--- config.mk ---
export PLATFORM = sky130hd
export DESIGN_NAME = ftdi_cmd_decoder
export DESIGN_NICKNAME = d
export VERILOG_FILES = /design/src/rtl/ftdi_cmd_decoder_pkg.sv /design/src/rtl/ftdi_hsk_tx.sv /design/src/rtl/ftdi_cmd_decoder.sv
export SDC_FILE = /design/constraint.sdc
export NUM_CORES = 1
export LEC_CHECK = 0
export ABC_CLOCK_PERIOD_IN_PS = 3100
export BUFFER_PORTS_ARGS = -buffer_cell sky130_fd_sc_hd__buf_2
export CAP_MARGIN = 20
export CORE_MARGIN = 3
export CORE_UTILIZATION = 57
export CTS_CLUSTER_SIZE = 24
export DETAILED_ROUTE_END_ITERATION = 12
export PLACE_DENSITY = 0.88
export SLEW_MARGIN = 0
export SYNTH_ARGS = -nofsm -noshare
export SYNTH_HDL_FRONTEND = slang
export SYNTH_SLANG_ARGS = --single-unit
--- constraint.sdc ---
create_clock -name in_clk -period 3.1 [get_ports in_clk]
set_input_delay 0.465 -clock in_clk [delete_from_list [all_inputs] [get_ports in_clk]]
set_output_delay 0.465 -clock in_clk [all_outputs]
set_load 0.01 [all_outputs]
--- src/rtl/ftdi_cmd_decoder_pkg.sv ---
// Shared constants, state encodings and helpers for the FTDI command decoder.
package ftdi_cmd_decoder_pkg;

    localparam logic [7:0] SYNC_BYTE = 8'hA5;
    localparam logic [7:0] RSP_OK    = 8'h5A;
    localparam logic [7:0] RSP_ERR   = 8'hEE;
    localparam logic [7:0] CMD_WR    = 8'h01;
    localparam logic [7:0] CMD_RD    = 8'h02;

    typedef enum logic [2:0] {
        S_IDLE   = 3'd0,
        S_CMD    = 3'd1,
        S_ADDR   = 3'd2,
        S_DATA   = 3'd3,
        S_EXEC   = 3'd4,
        S_RDWAIT = 3'd5,
        S_TX     = 3'd6
    } state_t;

    typedef enum logic [1:0] {
        H_IDLE = 2'd0,
        H_REQ  = 2'd1,
        H_WAIT = 2'd2
    } hsk_state_t;

    // Saturating increment for the error counter; never wraps past 0xFF.
    function automatic logic [7:0] sat_inc(input logic [7:0] v);
        return (v == 8'hFF) ? v : v + 8'd1;
    endfunction

endpackage

--- src/rtl/ftdi_hsk_tx.sv ---
// One-byte TX 4-phase req/ack driver; completes on the FTDI write falling edge.
module ftdi_hsk_tx
    import ftdi_cmd_decoder_pkg::*;
(
    input  logic       in_clk,
    input  logic       in_rst,
    input  logic       in_start,
    input  logic [7:0] in_byte,
    output logic [7:0] out_tx_data,
    output logic       out_tx_hsk_req,
    input  logic       in_tx_hsk_ack,
    input  logic       in_ftdi_wr_mon,
    output logic       out_done
);

    hsk_state_t state_q;
    logic       wr_mon_q;
    logic       fall_seen_q;
    logic       wr_fall;

    assign wr_fall = wr_mon_q && !in_ftdi_wr_mon;

    // Byte/req launch, ack wait, then wait for write completion (fall remembered if early).
    always_ff @(posedge in_clk or posedge in_rst) begin
        if (in_rst) begin
            state_q        <= H_IDLE;
            wr_mon_q       <= 1'b0;
            fall_seen_q    <= 1'b0;
            out_tx_data    <= 8'h00;
            out_tx_hsk_req <= 1'b0;
            out_done       <= 1'b0;
        end else begin
            wr_mon_q <= in_ftdi_wr_mon;
            out_done <= 1'b0;
            case (state_q)
                H_IDLE: begin
                    if (in_start) begin
                        out_tx_data    <= in_byte;
                        out_tx_hsk_req <= 1'b1;
                        fall_seen_q    <= 1'b0;
                        state_q        <= H_REQ;
                    end
                end
                H_REQ: begin
                    if (wr_fall) fall_seen_q <= 1'b1;
                    if (in_tx_hsk_ack) begin
                        out_tx_hsk_req <= 1'b0;
                        state_q        <= H_WAIT;
                    end
                end
                H_WAIT: begin
                    if (wr_fall) fall_seen_q <= 1'b1;
                    if ((wr_fall || fall_seen_q) && !in_tx_hsk_ack) begin
                        out_done <= 1'b1;
                        state_q  <= H_IDLE;
                    end
                end
                default: state_q <= H_IDLE;
            endcase
        end
    end

endmodule

--- src/rtl/ftdi_cmd_decoder.sv ---
// Parses A5/CMD/ADDR[/DATA] frames from the FTDI RX handshake, runs local register
// accesses and returns the response bytes over the TX handshake.
module ftdi_cmd_decoder
    import ftdi_cmd_decoder_pkg::*;
#(
    parameter int unsigned RD_LATENCY = 1,
    parameter int unsigned TIMEOUT_W  = 16,
    parameter int unsigned RX_TIMEOUT = 50000
) (
    input  logic       in_clk,
    input  logic       in_rst,
    output logic       out_rx_en,
    input  logic [7:0] in_rx_data,
    input  logic       in_rx_hsk_req,
    output logic       out_rx_hsk_ack,
    output logic [7:0] out_tx_data,
    output logic       out_tx_hsk_req,
    input  logic       in_tx_hsk_ack,
    input  logic       in_ftdi_wr_mon,
    output logic [7:0] out_reg_addr,
    output logic [7:0] out_reg_wdata,
    output logic       out_reg_we,
    output logic       out_reg_re,
    input  logic [7:0] in_reg_rdata,
    output logic [7:0] out_err_count
);

    state_t               state_q;
    logic [7:0]           rsp_q [0:2];
    logic [1:0]           rsp_len_q;
    logic [1:0]           idx_q;
    logic                 is_wr_q;
    logic [TIMEOUT_W-1:0] tmo_q;
    logic [2:0]           rdcnt_q;
    logic                 tx_start_q;
    logic                 tx_done;
    logic [7:0]           tx_byte;
    logic                 rx_state;
    logic                 frame_state;
    logic                 rx_take;
    logic                 tmo_hit;

    assign frame_state = (state_q == S_CMD) || (state_q == S_ADDR) || (state_q == S_DATA);
    assign rx_state    = (state_q == S_IDLE) || frame_state;
    assign rx_take     = in_rx_hsk_req && !out_rx_hsk_ack && rx_state;
    assign tmo_hit     = (RX_TIMEOUT != 0) && frame_state &&
                         (tmo_q == TIMEOUT_W'(RX_TIMEOUT - 1));
    assign tx_byte     = (idx_q == 2'd2) ? rsp_q[2] :
                         (idx_q == 2'd1) ? rsp_q[1] : rsp_q[0];

    // Frame parser, register access sequencing and response indexing.
    always_ff @(posedge in_clk or posedge in_rst) begin
        if (in_rst) begin
            state_q        <= S_IDLE;
            rsp_q[0]       <= 8'h00;
            rsp_q[1]       <= 8'h00;
            rsp_q[2]       <= 8'h00;
            rsp_len_q      <= 2'd0;
            idx_q          <= 2'd0;
            is_wr_q        <= 1'b0;
            tmo_q          <= '0;
            rdcnt_q        <= 3'd0;
            tx_start_q     <= 1'b0;
            out_rx_en      <= 1'b0;
            out_rx_hsk_ack <= 1'b0;
            out_reg_addr   <= 8'h00;
            out_reg_wdata  <= 8'h00;
            out_reg_we     <= 1'b0;
            out_reg_re     <= 1'b0;
            out_err_count  <= 8'h00;
        end else begin
            out_reg_we <= 1'b0;
            out_reg_re <= 1'b0;
            tx_start_q <= 1'b0;

            if (rx_take)
                out_rx_hsk_ack <= 1'b1;
            else if (out_rx_hsk_ack && !in_rx_hsk_req)
                out_rx_hsk_ack <= 1'b0;

            if (rx_take || !frame_state)
                tmo_q <= '0;
            else
                tmo_q <= tmo_q + TIMEOUT_W'(1);

            case (state_q)
                S_IDLE: begin
                    out_rx_en <= 1'b1;
                    if (rx_take) begin
                        if (in_rx_data == SYNC_BYTE) state_q <= S_CMD;
                        else out_err_count <= sat_inc(out_err_count);
                    end
                end
                S_CMD: begin
                    if (rx_take) begin
                        if (in_rx_data == CMD_WR || in_rx_data == CMD_RD) begin
                            is_wr_q <= (in_rx_data == CMD_WR);
                            state_q <= S_ADDR;
                        end else begin
                            rsp_q[0]      <= RSP_ERR;
                            rsp_q[1]      <= in_rx_data;
                            rsp_len_q     <= 2'd2;
                            idx_q         <= 2'd0;
                            tx_start_q    <= 1'b1;
                            out_rx_en     <= 1'b0;
                            out_err_count <= sat_inc(out_err_count);
                            state_q       <= S_TX;
                        end
                    end else if (tmo_hit) begin
                        out_err_count <= sat_inc(out_err_count);
                        state_q       <= S_IDLE;
                    end
                end
                S_ADDR: begin
                    if (rx_take) begin
                        out_reg_addr <= in_rx_data;
                        rsp_q[0]     <= RSP_OK;
                        rsp_q[1]     <= in_rx_data;
                        if (is_wr_q) begin
                            state_q <= S_DATA;
                        end else begin
                            out_rx_en <= 1'b0;
                            state_q   <= S_EXEC;
                        end
                    end else if (tmo_hit) begin
                        out_err_count <= sat_inc(out_err_count);
                        state_q       <= S_IDLE;
                    end
                end
                S_DATA: begin
                    if (rx_take) begin
                        out_reg_wdata <= in_rx_data;
                        out_rx_en     <= 1'b0;
                        state_q       <= S_EXEC;
                    end else if (tmo_hit) begin
                        out_err_count <= sat_inc(out_err_count);
                        state_q       <= S_IDLE;
                    end
                end
                S_EXEC: begin
                    idx_q <= 2'd0;
                    if (is_wr_q) begin
                        out_reg_we <= 1'b1;
                        rsp_len_q  <= 2'd2;
                        tx_start_q <= 1'b1;
                        state_q    <= S_TX;
                    end else begin
                        out_reg_re <= 1'b1;
                        rdcnt_q    <= 3'd0;
                        state_q    <= S_RDWAIT;
                    end
                end
                S_RDWAIT: begin
                    if (rdcnt_q == 3'(RD_LATENCY)) begin
                        rsp_q[2]   <= in_reg_rdata;
                        rsp_len_q  <= 2'd3;
                        tx_start_q <= 1'b1;
                        state_q    <= S_TX;
                    end else begin
                        rdcnt_q <= rdcnt_q + 3'd1;
                    end
                end
                S_TX: begin
                    if (tx_done) begin
                        if (idx_q == rsp_len_q - 2'd1) begin
                            out_rx_en <= 1'b1;
                            state_q   <= S_IDLE;
                        end else begin
                            idx_q      <= idx_q + 2'd1;
                            tx_start_q <= 1'b1;
                        end
                    end
                end
                default: state_q <= S_IDLE;
            endcase
        end
    end

    ftdi_hsk_tx u_hsk_tx (
        .in_clk         (in_clk),
        .in_rst         (in_rst),
        .in_start       (tx_start_q),
        .in_byte        (tx_byte),
        .out_tx_data    (out_tx_data),
        .out_tx_hsk_req (out_tx_hsk_req),
        .in_tx_hsk_ack  (in_tx_hsk_ack),
        .in_ftdi_wr_mon (in_ftdi_wr_mon),
        .out_done       (tx_done)
    );

endmodule

# Word-level counts from Yosys, hierarchy flattened
# Index checks and enable logic that the tools add are counted.
dict set report classes {
  n_addsub 5
  eq_ne 38
  muxes 73
  reduce_logical 45
}
# cell n
set op_table {}
lappend op_table {{2-to-1 mux 8 bit} 9}
lappend op_table {{2-to-1 mux 16 bit} 4}
lappend op_table {{2-to-1 mux 3 bit} 13}
lappend op_table {{inequality test 2 bit (second input constant)} 16}
lappend op_table {{case mux 16 bit (2 select lines)} 1}
lappend op_table {{2-to-1 mux 1 bit} 24}
lappend op_table {{2-to-1 mux 2 bit} 12}
lappend op_table {{case mux 8 bit (3 select lines)} 1}
lappend op_table {{case mux 3 bit (7 select lines)} 1}
lappend op_table {{AND reduction 5 bit} 4}
lappend op_table {{case mux 2 bit (3 select lines)} 3}
lappend op_table {{adder 16 x 1 -> 16 bit (second input constant)} 1}
lappend op_table {{== test 16 bit (second input constant)} 1}
lappend op_table {{== test 8 bit (second input constant)} 2}
lappend op_table {{AND reduction 3 bit} 5}
lappend op_table {{nonzero test 2 bit} 5}
lappend op_table {{== test 3 bit (second input constant)} 3}
lappend op_table {{nonzero test 3 bit} 3}
lappend op_table {{adder 8 x 1 -> 8 bit (second input constant)} 1}
lappend op_table {{== test 8 x 1 -> 1 bit (second input constant)} 1}
lappend op_table {{== test 8 x 2 -> 1 bit (second input constant)} 1}
lappend op_table {{inequality test 2 x 1 -> 1 bit (second input constant)} 4}
lappend op_table {{AND reduction 2 bit} 4}
lappend op_table {{AND reduction 8 bit} 1}
lappend op_table {{other kinds (21)} 41}
dict set report totals {
  reg_bits 94
  output_inout_bits 37
  wordCells 184
}

# Longest topological paths before layout
# Gate-level depths: netlist of run 1.
dict set report depth {
  ltp_word 7
  mapped_depth 8
  depth_no_buf 8
}

# Cells and area by module
# A second synthesis of run 1 with hierarchy kept.
dict set report unflattened {
  cells_unflattened 395
  hier_area_um2 4385.5
}
# module instances cells_each area_each_um2
set by_module_without_submodules {}
lappend by_module_without_submodules {ftdi_cmd_decoder 1 347 3761.1}
lappend by_module_without_submodules {ftdi_hsk_tx 1 48 624.3}

# Least setup slack after synthesis of run 1
# OpenSTA, ideal clock, no wires.
dict set report synth_timing {
  path_kind {input port to flip-flop}
  from {input port in_rx_data[7]}
  to {register rsp_q[10] (netlist bit)}
  arrival_ns 1.968
  required_ns 2.972
  setup_slack_ns 1.004
  path_stages 6
  path_buffers 1
  path_cell_list {or4b_4 > o31ai_4 > nor2_1 > o21ai_2 > buf_4 > mux2_1}
}
dict set report synth_via {
  elab_chain_cells 4
  word_cells_on_any_way 5
  classes_between {3 x eq/ne; 2 x reduce/logical}
}
# element line_no
set synth_rtl {}
lappend synth_rtl {{start: declaration} ftdi_cmd_decoder.sv:13} ;# input logic [7:0] in_rx_data,
lappend synth_rtl {{== test 8 x 1 -> 1 bit or == test 8 x 2 -> 1 bit (tied branches)} ftdi_cmd_decoder.sv:96} ;# if (in_rx_data == CMD_WR || in_rx_data == CMD_RD) begin
lappend synth_rtl {{logical OR 1 bit (*)} ftdi_cmd_decoder.sv:96}
lappend synth_rtl {{inequality test 2 bit (no source line) (*)} n/a}
lappend synth_rtl {{AND reduction 4 bit (no source line) (*)} n/a}
lappend synth_rtl {{end: declaration} ftdi_cmd_decoder.sv:29} ;# logic [7:0] rsp_q [0:2];
# Mark *: on every way between the ends. The rest lies on a longest branch, timed or not.
# A chain may end at the register's enable or synchronous reset.

# Final worst setup path of run 1
dict set report layout_timing {
  from {register state_q[2]}
  to {register out_err_count[6]}
}
dict set report layout_via {
  elab_chain_cells 7
  word_cells_on_any_way 20
  classes_between {7 x eq/ne; 4 x mux; 9 x reduce/logical}
}
# element line_no
set layout_rtl {}
lappend layout_rtl {{start: declaration} ftdi_cmd_decoder.sv:28} ;# state_t state_q;
lappend layout_rtl {{start signal: assignment} ftdi_cmd_decoder.sv:54} ;# state_q <= S_IDLE;
lappend layout_rtl {{start signal: assignment} ftdi_cmd_decoder.sv:90} ;# if (in_rx_data == SYNC_BYTE) state_q <= S_CMD;
lappend layout_rtl {{start signal: assignment} ftdi_cmd_decoder.sv:98} ;# state_q <= S_ADDR;
lappend layout_rtl {{== test 3 x 1 -> 1 bit or == test 3 x 2 -> 1 bit (tied branches)} {ftdi_cmd_decoder.sv:43, ftdi_cmd_decoder.sv:86}}
lappend layout_rtl {{logical OR 1 bit (2 in series)} ftdi_cmd_decoder.sv:43} ;# assign frame_state = (state_q == S_CMD) || (state_q == S_ADDR) || (state_q == S_DATA);
lappend layout_rtl {{logical AND 1 bit or logical OR 1 bit (tied branches)} {ftdi_cmd_decoder.sv:46, ftdi_cmd_decoder.sv:44}}
lappend layout_rtl {{2-to-1 mux 8 bit or logical AND 1 bit (tied branches)} n/a}
lappend layout_rtl {{2-to-1 mux 8 bit (tied with other cells)} n/a}
lappend layout_rtl {{case mux 8 bit (3 select lines) or AND reduction 5 bit (tied branches)} n/a}
lappend layout_rtl {{end signal: assignment} ftdi_cmd_decoder.sv:91} ;# else out_err_count <= sat_inc(out_err_count);
lappend layout_rtl {{end signal: assignment} ftdi_cmd_decoder.sv:106} ;# out_err_count <= sat_inc(out_err_count);
lappend layout_rtl {{end signal: assignment} ftdi_cmd_decoder.sv:110} ;# out_err_count <= sat_inc(out_err_count);
lappend layout_rtl {{end: declaration} ftdi_cmd_decoder.sv:25} ;# output logic [7:0] out_err_count
# Parallel ways exist; a longest one is shown, timed or not. The select of a mux whose other input is x is not followed.

==> impl_metrics.toml, run 1 <==
[synth]
synth_most_common_cell = "dfrtp_1"
syn_area_mm2 = 0.00424
synth_edf_count = 0
yosysWarnings = 0
synth_nets = 432
seq_area_frac_synth_pct = 52.5
synth_top_area_share_pct = 52.5
postSynth.asyncResetShare_pct = 100
syn_avg_cell_area_um2 = 10.5
synth_cells = 402
synth_top_area_cell = "dfrtp_1"
synth_ff_type = "dfrtp_1"
synthTopCellsByArea = "dfrtp_1 53%, mux2_2 7.4%, nor2_1 4.1%"
ys_top_cells_by_count = "89 x dfrtp_1, 46 x nor2_1, 40 x nand2_1"
synthDistinctLibCells = 54
synth-seq-cells = 89

[clock_tree]
clk_latency_ps = 360
cts_hold_buf = 0
clockBufferDepth = 2
cts_tree = "done"
cts-root-buf = "clkbuf_8"
clkSinkCount = 89
post_cts_resized = 0
h-tree-depth = 3
clk_pin_slew_ps = 90
cts_setup_buffers = 0
cts_made_buffers = 9

[global_route]
grt_pass1_wl_um = 14500
antenna_found_initial = 0
overflow = 0
grt_pass1_vias = 3027
grtUsageTotal_pct = 21.5
grt_max_degree = 47

[sta]
fin_crit_ps = 2250
fin_tns_setup_ps = 0
tightest_slew_ps = 755
relSlewSlack_pct = 49.6
slew_viol_final = 0
setup_viol = 0
clock_skew_ps = 13.0
finalCritPeriodShare_pct = 72.5
rsz0062_at_grt = "false"
hold_viol_final = 0
setup_slack_ps = 854
fmax_mhz = 445

[power]
powerDensity_mw_per_mm2 = 885
p_leak_nw = 2.26
ir_drop_uv = 564

[critical_path]
cp.required_ps = 3350
path_buf_inv = 0
slowest_delay_ps = 580
critPathLaunchType = "register"
path_cells = "nor3b_2 -> o31a_1 -> o21ai_1 -> or2_2 -> nor2_1 -> mux2_4"
crit_family = "simple AND/OR/NAND/NOR gates"
worstPathMaxFanout = 17
critPathKind = "reg2reg"
crit_arrival_ps = 2490
end_kind = "register"
cp_slowest_cell = "dfrtp_1"

[cells_and_area]
synthToLayoutAreaGrowth_pct = 14.3
multi_input_area_mm2 = 0.00188
diodes = 0
drive_gt1_share_pct = 25.3
register_area_mm2 = 0.00223
finalNonFillerCells = 559
utilization_pct = 69.4
n_fill_cell = 508
nNetsFinal = 488

[detailed_routing]
drc = 0
first_pass_iters = 4
wl_per_cell_um = 15.5
drt_wl_total_um = 8670
drt_iter0_drc = 209
vias = 3144
via_per_inst = 5.62
antenna_left = 0

[die]
die_h_um = 92.2
ios = 58
coreArea_mm2 = 0.00698
initial_core_util_pct = 60.7
die_x_um = 92.2
row_count = 30
die_area_mm2 = 0.00851

[placement]
place.gp.congestion = 0.881
dp_hpwl_um = 6140
dp_worst_setup_slack_ps = 609
dp_cells = 542
portBuffers = 57

[outcome]
outcome = "completed"

[run]
cap_violations = 0

[min_path]
hp-class = "in2async"
## final timing paths
kind	start	depth (start not counted)	end	slack [ps]
hold / removal	in_rst	2	out_reg_addr[2]$_DFFE_PP0P_	200
setup reg to reg	state_q[2]$_DFFE_PP0P_	6	out_err_count[6]$_DFFE_PP0P_	850
min in group in_clk	in_ftdi_wr_mon	1	u_hsk_tx.wr_mon_q$_DFF_PP0_	230
setup / recovery	state_q[2]$_DFFE_PP0P_	6	out_err_count[6]$_DFFE_PP0P_	850
hold reg to reg	rsp_q[22]$_DFFE_PP0P_	1	rsp_q[22]$_DFFE_PP0P_	470
max in group asynchronous	in_rst	3	out_reg_addr[0]$_DFFE_PP0P_	2110
## logic make-up (layout without fill, tap and decap cells)
kind of cell               count (synthesis)  count (layout)  share of synthesized area [%]
buffers and inverters                     34              95                           3.13
DFF                                       89              89                           52.5
and+or+nand+nor                          143             143                           16.4
muxes                                     41              41                           11.0
adders and majority gates                  9               9                           2.66
xor gates and xnor gates                  21              21                           4.34
AOI/OAI and AO/OA                         65              65                           9.98
## cell usage in the layout, fill, tap and decap left out, types with 4 or more instances in the layout
| cell | netlist | layout |
|---|---|---|
| ha_1 | 9 | 9 |
| buf_2 | 1 | 57 |
| buf_4 | 1 | 4 |
| xor2_1 | 13 | 13 |
| inv_1 | 18 | 17 |
| and3_1 | 6 | 6 |
| mux2_2 | 28 | 28 |
| nand2b_1 | 8 | 8 |
| o21ai_0 | 13 | 13 |
| nand2_1 | 40 | 40 |
| mux2i_1 | 4 | 4 |
| mux2_1 | 7 | 7 |
| nand3_1 | 10 | 10 |
| dfrtp_1 | 89 | 89 |
| or3_1 | 4 | 4 |
| nand4_1 | 4 | 4 |
| nor2_1 | 46 | 46 |
| a21oi_1 | 23 | 23 |
| clkbuf_8 | 0 | 10 |
| xnor2_1 | 8 | 8 |
| nor2b_1 | 5 | 5 |
## sequential cells by signal, indices dropped and copies added (netlist names), 2 cells and up
register,count
u_hsk_tx.out_tx_data,8
idx_q,2
rdcnt_q,3
out_err_count,8
out_reg_wdata,8
u_hsk_tx.state_q,2
rsp_len_q,2
state_q,3
tmo_q,16
out_reg_addr,8
rsp_q,19
## metrics by stage
step / area (µm²) / hold WS [ps] / total power (W)
6_report: 4840 / 202 / 0.00429
5_1_grt: 4840 / 214 / 0.00457
4_1_cts: 4840 / 218 / 0.00429
3_5_place_dp: 4600 / 445 / 0.00337
3_3_place_gp: 4600 / 444 / 0.00328
2_1_floorplan: 4240 / 426 / 0.00287
## cell type report
| class | instances | area share (%) |
|---|---|---|
| clock buffers | 10 | 2.84 |
| clock inverters | 6 | 1.96 |
| repair buffers | 61 | 6.51 |
| multi-input cells | 279 | 38.8 |
| well taps | 96 | 2.48 |
| inverters | 18 | 1.42 |
| flip-flops and latches | 89 | 46.0 |
## routing by layer
| layer | global-route usage [%] | share of wire (%) |
|---|---|---|
| met3 | 4.84 | 5.4 |
| met2 | 33.6 | 48 |
| met5 | 0 | 0 |
| met1 | 30.1 | 45 |
| met4 | 6.68 | 1.1 |
## power breakdown
group	switching [W]	internal [W]
sequential	0.000298	0.00155
combinational	0.000834	0.000689
clock	0.000428	0.000486
Note: power is estimated with default switching activity, not from simulation.
==> run 2, diff against run 1 <==
--- a/config.mk
+++ b/config.mk
@@ -5,14 +5,14 @@
 export SDC_FILE = /design/constraint.sdc
 export NUM_CORES = 1
 export LEC_CHECK = 0
-export ABC_CLOCK_PERIOD_IN_PS = 3100
+export ABC_CLOCK_PERIOD_IN_PS = 2000
 export BUFFER_PORTS_ARGS = -buffer_cell sky130_fd_sc_hd__buf_2
 export CAP_MARGIN = 20
 export CORE_MARGIN = 3
-export CORE_UTILIZATION = 57
+export CORE_UTILIZATION = 52
 export CTS_CLUSTER_SIZE = 24
 export DETAILED_ROUTE_END_ITERATION = 12
-export PLACE_DENSITY = 0.88
+export PLACE_DENSITY = 0.85
 export SLEW_MARGIN = 0
 export SYNTH_ARGS = -nofsm -noshare
 export SYNTH_HDL_FRONTEND = slang
==> constraint.sdc (replaced) <==
create_clock -name in_clk -period 2 [get_ports in_clk]
set_input_delay 0.3 -clock in_clk [delete_from_list [all_inputs] [get_ports in_clk]]
set_output_delay 0.3 -clock in_clk [all_outputs]
set_load 0.01 [all_outputs]
==> impl_metrics.toml, run 2 (synthesis results as in run 1) <==
[clock_tree]
cts_made_buffers = 9
clockBufferDepth = 2
clkSinkCount = 89
clk_latency_ps = 360
clk_pin_slew_ps = 90
cts_tree = "done"
h-tree-depth = 3
cts-root-buf = "clkbuf_8"

[critical_path]
timing.rr.end = "out_err_count[1]$_DFFE_PP0P_"
crit_arrival_ps = 2260
end_kind = "register"
cp.required_ps = 2240
critPathKind = "reg2reg"
endpoint = "out_err_count[1]$_DFFE_PP0P_"
ff2ff_setup_slack_ps = -10
critPathLaunchType = "register"
regToRegStartpoint = "state_q[0]$_DFFE_PP0P_"
worstPathMaxFanout = 6
cp-startpoint = "state_q[0]$_DFFE_PP0P_"
r2r_cells = 5

[detailed_routing]
highest_layer = "met4"
first_pass_iters = 4
via_per_inst = 5.35
drc = 0
wl_met3_um = 480
wl_met2_um = 4430
antenna_left = 0
vias = 3194
wl_per_cell_um = 15.4
wirelength_met1_um = 4170
drt_wl_total_um = 9180
drt_iter0_drc = 215

[power]
powerDensity_mw_per_mm2 = 1310
netSwitchingPower_w = 0.00253
p_int_w = 0.00420
switching_share_pct = 37.6
p_leak_nw = 2.42
ir_drop_uv = 830
power_frac_seq_pct = 42.1
clkPwrFrac_pct = 17.1
combPwrFrac_pct = 40.8

[global_route]
grtUsageTotal_pct = 20.4
antenna_found_initial = 0
grt_pass1_vias = 3182
grt_max_degree = 43
grt_pass1_wl_um = 14600
overflow = 0

[cells_and_area]
regMostFlops = "rsp_q"
final_area_mm2 = 0.00515
reg_top3 = "rsp_q (19), tmo_q (16)"
diodes = 0
nNetsFinal = 520
largest_reg_flops = 19
drive_gt1_share_pct = 33.3
final_cell_mix = "88 x dfrtp_1, 57 x buf_2, 43 x nor2_1"
synthToLayoutAreaGrowth_pct = 21.5
mostFrequentLayoutCell = "dfrtp_1"
utilization_pct = 66.0

[sta]
finalCritPeriodShare_pct = 101
setup_slack_ps = -14.2
setup_viol = 1
relSlewSlack_pct = 65.3
fmax_mhz = 496
tightest_slew_ps = 517
hold_viol_final = 0
rsz0062_at_grt = "true"
fin_crit_ps = 2010
clock_skew_ps = 10.1
slew_viol_final = 0

[placement]
place.gp.congestion = 0.837
place_area_mm2 = 0.00485
dp_hpwl_um = 6470
portBuffers = 57

[run]
cap_violations = 0

[outcome]
outcome = "finished, violations left"
violations = "negative setup slack"

[die]
die_h_um = 96.3
die_area_mm2 = 0.00927
initial_core_util_pct = 54.3
row_count = 32
die_x_um = 96.3
coreArea_mm2 = 0.00781
ios = 58

[min_path]
hp-class = "in2reg"
run 2: cell count changes in the layout (fill, tap and decap cells not counted), moves of 3 or more:
cell        before  now
buf_6            0    3
nor2_1          46   43
mux2_4           2    9
clkinvlp_4       0    3
buf_4            4   31
mux2_1           7    0
run 2: worst max-delay path, cell delays in order, from the launching register on:
cell	delay (ps)
dfrtp_1	370
or4b_4	510
o41a_1	440
o211ai_1	180
nor2_4	100
mux2_4	300
run 2: per-stage QoR:
step / instances / hold WS [ps] / setup slack (ps) / setup TNS, ps / total power (W)
floorplan: 402 / 331 / 5.99 / 0 / 0.00446
global placement: 577 / 323 / -32.4 / -102 / 0.00527
detailed placement: 577 / 326 / -91.1 / -539 / 0.00542
CTS: 594 / 47.2 / 13.4 / 0 / 0.00659
global route: 597 / 36.9 / -84.3 / -274 / 0.00719
finish: 597 / 54.3 / -14.2 / -14.2 / 0.00674
run 2: area by class of cell:
cell class                 instances  area [µm²]
fill                             604        2660
sequential                        89        2230
multi-input combinational        279        1960
timing repair buffer              93         582
clock buffer                      10         128
tap                              102         128
inverter                          18        71.3
clock inverter                     6        48.8
run 2: worst min path at each step:
stage,startpoint,endpoint,slack [ps],cells after the start
global route,in_ftdi_wr_mon,u_hsk_tx.wr_mon_q$_DFF_PP0_,40,1
detailed placement,in_rst,out_reg_we$_DFF_PP0_,330,2
finish,in_ftdi_wr_mon,u_hsk_tx.wr_mon_q$_DFF_PP0_,50,1
global placement,in_rst,out_reg_we$_DFF_PP0_,320,2
CTS,in_ftdi_wr_mon,u_hsk_tx.wr_mon_q$_DFF_PP0_,50,1
floorplan,in_ftdi_wr_mon,u_hsk_tx.wr_mon_q$_DFF_PP0_,330,0
run 2: routing by layer:
layer,up-vias,track usage [%]
met5,-,0
met4,0,6.07
met3,9,5.08
met2,74,32.8
met1,1545,27.3
li1,1566,-
run 2: power by group through the flow:
stage	logic (W)	clock network, W	registers (W)
3_3_place_gp	0.00246	0	0.00281
5_1_grt	0.00304	0.00125	0.00291
3_5_place_dp	0.00257	0	0.00285
6_report	0.00275	0.00115	0.00284
4_1_cts	0.00260	0.00116	0.00282
2_1_floorplan	0.00156	0	0.00289
run 2: what timing repair did:
action	in CTS	in global routing
gates resized for setup	3	20
pin swaps	1	6
setup endpoints to repair	3	16
endpoints found under the hold margin	13	0
setup buffers	0	2
hold buffers	1	0
cloned	0	0
